## config.mk

```make
export PLATFORM = sky130hd
export DESIGN_NAME = cfglut_reconfig_ctrl
export DESIGN_NICKNAME = d
export VERILOG_FILES = /design/src/rtl/cfglut_reconfig_ctrl.sv
export SDC_FILE = /design/constraint.sdc
export NUM_CORES = 1
export LEC_CHECK = 0
export ABC_AREA = 1
export CAP_MARGIN = 20
export CELL_PAD_IN_SITES_DETAIL_PLACEMENT = 0
export CELL_PAD_IN_SITES_GLOBAL_PLACEMENT = 2
export CORE_MARGIN = 5
export CORE_UTILIZATION = 33
export CTS_CLUSTER_DIAMETER = 50
export DETAILED_ROUTE_END_ITERATION = 10
export PLACE_DENSITY = 0.95
export SETUP_SLACK_MARGIN = 0.2
export SYNTH_ARGS = -nofsm -noshare
export SYNTH_HDL_FRONTEND = slang
export SYNTH_SLANG_ARGS = --single-unit
```

## constraint.sdc

```tcl
create_clock -name clock -period 2.56 [get_ports clock]
set_clock_uncertainty 0.05 [all_clocks]
set_input_delay 0.256 -clock clock [delete_from_list [all_inputs] [get_ports clock]]
set_output_delay 0.256 -clock clock [all_outputs]
set_load 0.005 [all_outputs]
```

## src/rtl/cfglut_reconfig_ctrl.sv

```systemverilog
// ---------------------------------------------------------------------------
// cfglut_reconfig_ctrl
//
// Purpose:
//   Sequences runtime reprogramming of one CFGLUT5 used as a 2-input
//   function y = f(I0=a, I1=b) with I2..I4 tied low.
//   - Accepts a 32-bit INIT word over a valid/ready handshake.
//   - Shifts the word serially into the LUT through CE/CDI, MSB first.
//   - After every reset it reloads RESET_INIT, so the LUT always returns to
//     a known function.
//   - cfg_valid tells downstream logic when the LUT output can be used.
//
// Ports:
//   clock      in   1   single clock, posedge
//   reset      in   1   asynchronous, active-low reset
//   req_valid  in   1   new INIT word offered
//   req_init   in   32  INIT word; bit k = LUT output for address k
//   req_ready  out  1   request can be accepted (IDLE only)
//   cfg_ce     out  1   CFGLUT5 CE; high exactly on shift cycles
//   cfg_cdi    out  1   CFGLUT5 CDI; current serial bit
//   cfg_valid  out  1   LUT contents equal cur_init
//   cur_init   out  32  word the LUT holds, or is being loaded with
//   busy       out  1   high in BOOT / SHIFT / DONE
//   done       out  1   one-cycle pulse when a load completes
// ---------------------------------------------------------------------------
module cfglut_reconfig_ctrl #(
   parameter logic [31:0] RESET_INIT = 32'hEEEE_EEEE,
   parameter bit          SKIP_SAME  = 1'b1
) (
   input  logic        clock,
   input  logic        reset,
   input  logic        req_valid,
   input  logic [31:0] req_init,
   output logic        req_ready,
   output logic        cfg_ce,
   output logic        cfg_cdi,
   output logic        cfg_valid,
   output logic [31:0] cur_init,
   output logic        busy,
   output logic        done
);

   typedef enum logic [1:0] {
      ST_BOOT  = 2'd0,
      ST_SHIFT = 2'd1,
      ST_DONE  = 2'd2,
      ST_IDLE  = 2'd3
   } state_t;

   state_t      state_r;
   state_t      state_s;
   logic [31:0] shreg_r;
   logic [31:0] shreg_s;
   logic [31:0] cur_r;
   logic [31:0] cur_s;
   logic [4:0]  cnt_r;
   logic [4:0]  cnt_s;

   logic        ready_r;
   logic        ce_r;
   logic        cdi_r;
   logic        valid_r;
   logic        busy_r;
   logic        done_r;

   // Next-state, shift-register, counter and current-word computation.
   always_comb begin
      state_s = state_r;
      shreg_s = shreg_r;
      cur_s   = cur_r;
      cnt_s   = cnt_r;
      case (state_r)
         ST_BOOT: begin
            state_s = ST_SHIFT;
            shreg_s = RESET_INIT;
            cur_s   = RESET_INIT;
            cnt_s   = 5'd0;
         end
         ST_SHIFT: begin
            shreg_s = {shreg_r[30:0], 1'b0};
            cnt_s   = cnt_r + 5'd1;
            // cnt_r counts bits already on CDI; bit 31 is the last one.
            if (cnt_r == 5'd31) begin
               state_s = ST_DONE;
            end else begin
               state_s = ST_SHIFT;
            end
         end
         ST_DONE: begin
            state_s = ST_IDLE;
         end
         ST_IDLE: begin
            if (req_valid) begin
               cur_s   = req_init;
               shreg_s = req_init;
               cnt_s   = 5'd0;
               // Reloading an identical word would only disturb a good LUT.
               if (SKIP_SAME && (req_init == cur_r)) begin
                  state_s = ST_DONE;
               end else begin
                  state_s = ST_SHIFT;
               end
            end else begin
               state_s = ST_IDLE;
            end
         end
         default: begin
            state_s = ST_BOOT;
         end
      endcase
   end

   // State, datapath and output registers.
   // Outputs are decoded from the next state, so each is registered yet
   // valid in the same cycle as the state it describes.
   always_ff @(posedge clock or negedge reset) begin
      if (!reset) begin
         state_r <= ST_BOOT;
         shreg_r <= RESET_INIT;
         cur_r   <= RESET_INIT;
         cnt_r   <= 5'd0;
         ready_r <= 1'b0;
         ce_r    <= 1'b0;
         cdi_r   <= 1'b0;
         valid_r <= 1'b0;
         busy_r  <= 1'b1;
         done_r  <= 1'b0;
      end else begin
         state_r <= state_s;
         shreg_r <= shreg_s;
         cur_r   <= cur_s;
         cnt_r   <= cnt_s;
         ready_r <= (state_s == ST_IDLE);
         ce_r    <= (state_s == ST_SHIFT);
         cdi_r   <= (state_s == ST_SHIFT) & shreg_s[31];
         // Only SHIFT and BOOT leave the LUT partially written.
         valid_r <= (state_s == ST_DONE) | (state_s == ST_IDLE);
         busy_r  <= (state_s != ST_IDLE);
         done_r  <= (state_s == ST_DONE);
      end
   end

   assign req_ready = ready_r;
   assign cfg_ce    = ce_r;
   assign cfg_cdi   = cdi_r;
   assign cfg_valid = valid_r;
   assign cur_init  = cur_r;
   assign busy      = busy_r;
   assign done      = done_r;

endmodule

```

==> results.toml, run 1 <==
[setup_path]
max_stage_delay_ps = 590
slowest_stage = "dfstp_2"
worst-path-buf-inv = 1
critPathMaxFanout = 3
criticalPathCategory = "flop to output pin"
end_kind = "output pin"
path_delay_family = "flip-flops"
cp.arrival_ps = 1450
worst_setup_path_start_kind = "flop"
path_cells = "clkdlybuf4s50_1"
required_ps = 2250

[timing]
setup_tns_ps = 0
slew_violations = 0
max_freq_ghz = 0.5700
slew_headroom_pct = 44.41
setup_viol = 0
worstMarginPinSlew_ps = 833.9
period_share_pct = 68.53
hold_viol = 0
hold_slack_ps = 440.5
rsz0062_at_grt = "false"
min_period_ps = 1754

[floorplan]
initial_core_util_pct = 33.71
num_rows = 38
dieArea_um2 = 13280
die_h_um = 115.2
coreArea_um2 = 10840
ios = 73
die_x_um = 115.2

[power_and_ir_drop]
cellLeakagePower_nw = 2.075
p_total_mw = 5.366
p_per_area_nw_per_um2 = 1144
ir_drop_mv = 0.3939

[routing]
antenna_left = 0
viasPerCell = 4.691
routed_wl_um = 9004
drt_iter0_drc = 174
first_pass_iters = 4
drc = 0
vias = 2941
wl_per_cell_um = 14.36

[cells_and_area]
design_area_um2 = 4692
diodes = 0
area_growth_pct = 28.38
drive_gt1_share_pct = 18.48
regArea_um2 = 1988
multi_input_area_um2 = 1386
utilization_pct = 43.28
fillers = 1108
nNetsFinal = 519

[hold_path]
min_path_type = "flop to flop"

[synth]
synth_top_area_cell = "dfstp_2"
syn_area_per_cell_um2 = 9.024
syn-num-nets = 442
syn_area_um2 = 3655
yosysWarningCount = 0
yosysMostFrequentCell = "nand2_1"
synth_top_area_share_pct = 35.23
synth-seq-cells = 77
synth_seq_area_share_pct = 54.40
syn_inst = 405
synth-edff-count = 0
synth_ff_type = "dfstp_2"
synthTopCellsByCount = "156 x nand2_1, 49 x dfstp_2, 33 x inv_1"
synth_area_leaders = "dfstp_2 35%, dfrtp_1 19%, nand2_1 16%, xnor2_1 5.5%, inv_1 3.4%"
yosysUniqueCellTypes = 26
synth-async-reset-ratio_pct = 100.0

[placement]
dp_hpwl_um = 6459
dpl-instance-area_um2 = 4483
place_congestion = 0.7726
port_buffers = 72

[global_routing]
antenna_found_initial = 0
grt_pass1_vias = 3026
grt_overflow = 0
grt_max_degree = 70
track_usage_pct = 14.71
grt_pass1_wl_um = 15450

[cts]
clk_pin_slew_worst_paths_ps = 80
cts.repair.resized = 0
cts_tree = "built"
cts_root_buf = "clkbuf_8"
cts.sink_count = 77
htree_levels = 3
clk_latency_ps = 350
numCtsBuffers = 9
clockBufferDepth = 2

[job]
max_cap_viol_count = 0

[outcome]
outcome = "finished clean"
through the flow:
| stage | cells | setup WS (ps) |
|---|---|---|
| floorplan | 405 | 1185 |
| global placement | 610 | 623.1 |
| detailed placement | 610 | 605.9 |
| CTS | 627 | 795.1 |
| global route | 627 | 756.5 |
| finish | 627 | 805.7 |
registers in the layout (all words and copies together), names as in the netlist:
register / flops
cnt_r: 5
cur_init: 32
cfg_valid: 1
req_ready: 1
done: 1
cfg_cdi: 1
shreg_r: 32
state_r: 2
cfg_ce: 1
busy: 1
layout by cell type, fill, tap and decap left out, types with 3 or more instances in the layout:
cell type / instances
nand4_1: 10
clkbuf_8: 9
dfstp_2: 49
nor2_1: 19
inv_2: 7
inv_1: 33
xnor2_1: 23
nand2_1: 156
o211ai_1: 6
clkinvlp_4: 3
o2111ai_1: 14
o21ai_0: 4
nand2_2: 3
o22ai_1: 3
dfrtp_1: 28
buf_4: 9
clkdlybuf4s50_1: 71
nand3_1: 22
nor2_4: 3
cells by family (layout without fill, tap and decap cells):
logic type	after synthesis	after routing	share of synthesized area, %
AO/OA/AOI/OAI	34	34	7.600
XOR/XNOR	23	23	5.512
adder cells (fa/ha/maj)	2	2	0.6846
buffers and inverters	56	138	7.669
flip-flops	77	77	54.40
AND/OR/NAND/NOR	213	213	24.14
report_power, final:
| group | leakage, nW | switching, mW | total, mW | internal (mW) |
|---|---|---|---|---|
| logic | 1.12 | 0.957 | 2.07 | 1.11 |
| clock network | 0.0918 | 0.457 | 0.910 | 0.453 |
| registers | 0.867 | 0.378 | 2.39 | 2.01 |
| total | 2.08 | 1.79 | 5.37 | 3.57 |
layer usage:
metal,GRT usage [%],vias up,routed length (um)
met1,20.44,1421,4249
met5,0,-,0
li1,-,1450,-
met2,23.11,63,4164
met4,3.130,0,67
met3,4.053,7,523
timing repair:
| action | CTS | global route |
|---|---|---|
| setup buffers | 0 | 0 |
| hold endpoints to repair | 15 | 0 |
| hold buffers | 1 | 0 |
layout make-up:
cell class                 instances  area share [%]
sequential                        77           42.37
tap                              140           3.733
timing repair buffer              81           16.80
inverter                          41           3.307
clock inverter                     7           1.600
clock buffer                       9           2.640
multi-input combinational        272           29.55
final timing paths:
kind / startpoint / to / slack [ps] / depth (start not counted)
worst max-delay path: cur_init[27]$_DFFE_PN1P_ / cur_init[27] / 810 / 1
worst min-delay path: shreg_r[12]$_DFFE_PN0P_ / shreg_r[12]$_DFFE_PN0P_ / 440 / 2
worst max register to register: state_r[0]$_DFF_PN0_ / cnt_r[3]$_DFFE_PN0P_ / 910 / 7
worst min register to register: shreg_r[12]$_DFFE_PN0P_ / shreg_r[12]$_DFFE_PN0P_ / 440 / 2
max in group asynchronous: reset / shreg_r[14]$_DFFE_PN1P_ / 1250 / 3
min in group asynchronous: reset / cur_init[0]$_DFFE_PN0P_ / 500 / 2
No activity file was read; power rests on OpenSTA's default activity.
==> run 2: changes to the inputs <==
CORE_UTILIZATION = 28   (was 33)
PLACE_DENSITY = 0.87   (was 0.95)
clock period = 1.6 ns   (was 2.56 ns; I/O delays follow)
==> run 2 against run 1 <==
  * The flow now finishes with violations (setup timing)
  * Sequential power is 58% higher
  * Global-route usage fell by 1.5 points
  * First-iteration DRC count decreased by 11%
  * Register-to-register slack worse by 910 ps
  * Combinational power grew 69%
  * Worst setup slack got worse by 810 ps
  * Hold slack lost 230 ps
  * Sequential share of layout area is 4.1 points lower
  * Wire length increased by 11%
  * Largest power group unchanged
==> results.toml, run 2 (same netlist as run 1, synthesis figures left out) <==
[cells_and_area]
drive_gt1_share_pct = 29.28
area_growth_pct = 42.14
regArea_um2 = 1989
fillers = 1331
utilization_pct = 40.83
instances_no_fill = 698
diodes = 0
nNetsFinal = 558
final_common_cell = "nand2_1"
multi_input_area_um2 = 1448
final_cell_mix = "151 x nand2_1, 49 x dfstp_2, 45 x buf_4"
design_area_um2 = 5195

[power_and_ir_drop]
p_switching_mw = 3.049
seqPwrFrac_pct = 39.4
cellLeakagePower_nw = 2.427
combPwrFrac_pct = 36.4
p_per_area_nw_per_um2 = 1844
sw_frac_of_total_pct = 31.83
pwr-share-clk_pct = 24.2
internal-power_mw = 6.531
ir_drop_mv = 0.7170

[floorplan]
dieArea_um2 = 15440
die_h_um = 124.3
die_x_um = 124.3
initial_core_util_pct = 28.73
coreArea_um2 = 12720
num_rows = 41
ios = 73

[timing]
min_period_ps = 1602
worst_slack_ps = -2.160
slew_headroom_pct = 80.38
period_share_pct = 100.1
worstMarginPinSlew_ps = 294.3
rsz0062_at_grt = "true"
max_freq_ghz = 0.6242
hold_viol = 0
slew_violations = 0
setup_viol = 2

[global_routing]
track_usage_pct = 13.20
grt_max_degree = 35
use_met3_pct = 3.816
met1_usage_pct = 17.13
grt_pass1_vias = 3282
grt.busiest_layer = "met2"
grt_pass1_wl_um = 16710
grt_overflow = 0
antenna_found_initial = 0
grt_util_met2_pct = 21.56

[routing]
first_pass_iters = 4
wl_per_cell_um = 14.35
drc = 0
antenna_left = 0
vias = 3125
drt_iter0_drc = 154
viasPerCell = 4.477
routed_wl_um = 10010

[cts]
cts.sink_count = 77
cts_root_buf = "clkbuf_16"
clockBufferDepth = 2
clk_pin_slew_worst_paths_ps = 60
cts_tree = "built"
htree_levels = 3
numCtsBuffers = 9
clk_latency_ps = 340

[setup_path]
end_kind = "flop"
criticalPathCategory = "flop to flop"
reg2reg_depth = 10
cp.arrival_ps = 1780
reg2reg_slack_ps = -2
worstReg2RegEnd = "cfg_cdi$_DFF_PN0_"
critPathMaxFanout = 3
worst_setup_path_start_kind = "flop"
r2r-start = "cur_init[14]$_DFFE_PN1P_"
required_ps = 1780

[outcome]
outcome = "finished with violations"
violations = "setup timing"

[placement]
port_buffers = 72
dp_hpwl_um = 7318
dpl-instance-area_um2 = 4766
dp.cells = 671
place_congestion = 0.8025

[job]
max_cap_viol_count = 0

[hold_path]
min_path_type = "input pin to asynchronous set/reset pin"
[run 2: final cells by class]
cell class | instances | area share, %
flip-flops and latches | 77 | 38.29
clock buffers | 10 | 4.408
multi-input cells | 272 | 27.87
inverters | 41 | 3.083
repair buffers | 120 | 20.06
well taps | 172 | 4.143
clock inverters | 6 | 2.144
[run 2: timing repair]
item / CTS / global route
endpoints found under the setup margin: 46 / 35
resized for setup: 46 / 28
pin swaps: 9 / 10
endpoints found under the hold margin: 37 / 0
buffers inserted: 7 / 3
hold buffers: 1 / 0
[run 2: worst max path at each step]
stage / start / cells past startpoint / end / slack (ps)
after CTS: cur_init[13]$_DFFE_PN1P_ / 10 / cfg_cdi$_DFF_PN0_ / 40
final: cur_init[14]$_DFFE_PN1P_ / 10 / cfg_cdi$_DFF_PN0_ / -2
after global placement: req_init[24] / 11 / cfg_cdi$_DFF_PN0_ / -240
after global routing: cur_init[14]$_DFFE_PN1P_ / 10 / cfg_ce$_DFF_PN0_ / -130
after detailed placement: req_init[24] / 11 / cfg_cdi$_DFF_PN0_ / -200
after floorplan: cur_init[2]$_DFFE_PN1P_ / 10 / cfg_cdi$_DFF_PN0_ / 230
[run 2: per-stage QoR]
step                      hold slack, ps  total power, mW  setup TNS [ps]  setup WS, ps
after global placement             19.67            7.328           -1135        -243.7
after detailed placement           14.98            7.415          -892.6        -203.1
after global routing               241.2            10.28          -423.0        -130.9
after CTS                          218.5            9.680               0         40.17
final                              213.0            9.580          -2.786        -2.160
after floorplan                   -185.6            5.659               0         225.1
[run 2: metal layers]
metal / vias to the layer above / share of wire [%]
li1: 1537 / -
met1: 1496 / 46
met2: 80 / 47
met3: 12 / 5.2
met4: 0 / 1.3
met5: - / 0
[run 2: power by group through the flow]
stage                     Sequential (mW)  Combinational, mW  Clock [mW]
after floorplan                      3.77               1.89           0
after global placement               3.81               3.52           0
after detailed placement             3.83               3.59           0
after CTS                            3.77               3.53        2.38
after global routing                 3.90               3.93        2.45
final                                3.78               3.49        2.31
[run 2: critical path, stage by stage, from the launching register on]
cell	delay [ps]
dfstp_2	570
xnor2_2	120
nand2_1	80
nor2_2	150
nand2_2	110
nor2_4	120
nand2_2	70
nand2_2	60
nand2_2	50
nand2_2	70
nor2_1	40
==> run 3: changes to the inputs <==
GPL_TIMING_DRIVEN = 0   (was unset)
==> run 3 against run 2 <==
  * The run still ends with setup timing left
  * Via count is 1.2% lower
  * Critical path depth unchanged
  * Worst setup slack lost 15 ps
  * First-iteration DRC count increased by 13%
  * Sequential share of layout area increased by 1.1 points
  * Sequential cell count unchanged
  * Sequential power barely moved
  * Final cell count is 2.9% lower
  * Largest cell class unchanged
  * Design area down 2.9%
  * Global-route usage increased by 0.97 points
==> results.toml, run 3 (same netlist as run 1, synthesis figures left out) <==
[cells_and_area]
final_common_cell = "nand2_1"
area_growth_pct = 38.00
drive_gt1_share_pct = 24.11
design_area_um2 = 5044
instances_no_fill = 678
diodes = 0
nNetsFinal = 538
final_cell_mix = "152 x nand2_1, 49 x dfstp_2, 36 x clkdlybuf4s50_1"

[global_routing]
track_usage_pct = 14.17
grt_pass1_wl_um = 17450
antenna_found_initial = 0
grt_max_degree = 55
grt_pass1_vias = 3168
grt_overflow = 0

[setup_path]
worst-path-buf-inv = 0
worstReg2RegEnd = "cfg_cdi$_DFF_PN0_"
r2r-start = "cur_init[29]$_DFFE_PN1P_"
max_stage_delay_ps = 560
slowest_stage = "dfstp_2"
setup.worst_path.start = "cur_init[29]$_DFFE_PN1P_"
worst_setup_path_start_kind = "flop"
setup.worst_path.end = "cfg_cdi$_DFF_PN0_"
reg2reg_slack_ps = -20
reg2reg_depth = 10
path_cells = "xnor2_1, nand2_1, nor2_2, nand2_1, nor2_1, nand2_1, nand2_1, nand2_2, nand2_4, nor2_1"
required_ps = 1780
crit_top_cell = "nand2_1"
worstSetupPathDepth = 10
path_delay_family = "simple AND/OR/NAND/NOR gates"
critPathMaxFanout = 3
end_kind = "flop"
criticalPathCategory = "flop to flop"
cp.arrival_ps = 1790

[timing]
slew_violations = 0
worstMarginPinSlew_ps = 334.0
hold_viol = 0
hold_slack_ps = 226.1
rsz0062_at_grt = "true"
period_share_pct = 101.1
min_period_ps = 1617
setup_viol = 2
slew_headroom_pct = 77.73
max_freq_ghz = 0.6183
worst_slack_ps = -17.28

[routing]
viasPerCell = 4.553
first_pass_iters = 4
antenna_left = 0
vias = 3087
drc = 0
wl_per_cell_um = 15.90
drt_iter0_drc = 174
routed_wl_um = 10780

[placement]
dpl-instance-area_um2 = 4616
dp_hpwl_um = 7545
port_buffers = 72
pre_cts_slack_ps = -232.0
dp.cells = 650
place_congestion = 0.7714

[hold_path]
min_path_type = "input pin to asynchronous set/reset pin"

[floorplan]
num_rows = 41
initial_core_util_pct = 28.73
die_x_um = 124.3
die_h_um = 124.3
dieArea_um2 = 15440
coreArea_um2 = 12720
ios = 73

[cts]
clk_pin_slew_worst_paths_ps = 60
cts_tree = "built"
clk_latency_ps = 340
cts_root_buf = "clkbuf_16"
cts.sink_count = 77
clockBufferDepth = 2
numCtsBuffers = 9
htree_levels = 3

[power_and_ir_drop]
combPwrFrac_pct = 37.2
pwr-share-clk_pct = 21.2
p_per_area_nw_per_um2 = 1812
sw_frac_of_total_pct = 33.17
p_switching_mw = 3.031
cellLeakagePower_nw = 2.331
internal-power_mw = 6.107
ir_drop_mv = 0.7798
p_total_mw = 9.138
seqPwrFrac_pct = 41.6

[outcome]
outcome = "finished with violations"
violations = "setup timing"

[job]
max_cap_viol_count = 0
run 3: changes by cell type in the layout (fill, tap and decap cells not counted), moves of 3 or more:
cell / previous run / this run
buf_2: 0 / 5
nor2_1: 10 / 13
clkbuf_2: 8 / 0
buf_6: 1 / 5
nand2_2: 8 / 5
bufinv_16: 3 / 0
dlygate4sd2_1: 26 / 33
clkbuf_8: 0 / 3
buf_4: 45 / 12
run 3: how the worst min path moves through the flow:
stage	startpoint	end
6_report	reset	cur_init[0]$_DFFE_PN0P_
5_1_grt	reset	cur_init[0]$_DFFE_PN0P_
2_1_floorplan	reset	cfg_cdi$_DFF_PN0_
3_3_place_gp	shreg_r[28]$_DFFE_PN0P_	shreg_r[28]$_DFFE_PN0P_
3_5_place_dp	reset	cur_init[0]$_DFFE_PN0P_
4_1_cts	reset	cnt_r[2]$_DFFE_PN0P_
run 3: stage by stage:
| stage | util, % | setup TNS [ps] |
|---|---|---|
| after global placement | 36.08 | -141080 |
| final | 39.64 | -18.33 |
| after floorplan | - | 0 |
| after CTS | 38.60 | -29.56 |
| after global routing | 39.64 | -317.5 |
| after detailed placement | 36.28 | -971.0 |
run 3: power groups by stage:
stage               combinational [mW]  sequential, mW  clock (mW)
floorplan                         1.89            3.77           0
global placement                  3.42            3.82           0
detailed placement                3.47            3.84           0
CTS                               3.29            3.81        1.98
global route                      3.82            3.94        2.07
finish                            3.39            3.80        1.94
run 3: layout make-up:
type	count	area [um2]
flip-flops and latches	77	1989
clock buffers	15	277.8
repair buffers	85	802.0
fillers	1368	7679
clock inverters	1	5.005
inverters	41	161.4
plain buffers	15	146.4
multi-input cells	272	1446
well taps	172	215.2
run 3: worst register-to-register path: stages (launching register included):
cell and delay (ps):
dfstp_2 560, xnor2_1 110, nand2_1 80, nor2_2 160, nand2_1 70, nor2_1 90, nand2_1 110, nand2_1 90
nand2_2 70, nand2_4 70, nor2_1 40
run 3: timing repair:
item / 4_1_cts / 5_1_grt
hold buffers: 1 / 0
setup endpoints to repair: 51 / 42
setup buffers: 2 / 9
pin swaps: 6 / 5
endpoints found under the hold margin: 23 / 0
gates resized for setup: 41 / 24
run 3: layer usage:
layer	part of all wire, %	GRT usage (%)
met3	5.7	3.816
met4	1.1	3.740
met5	0	0
met2	46	22.58
met1	47	19.05
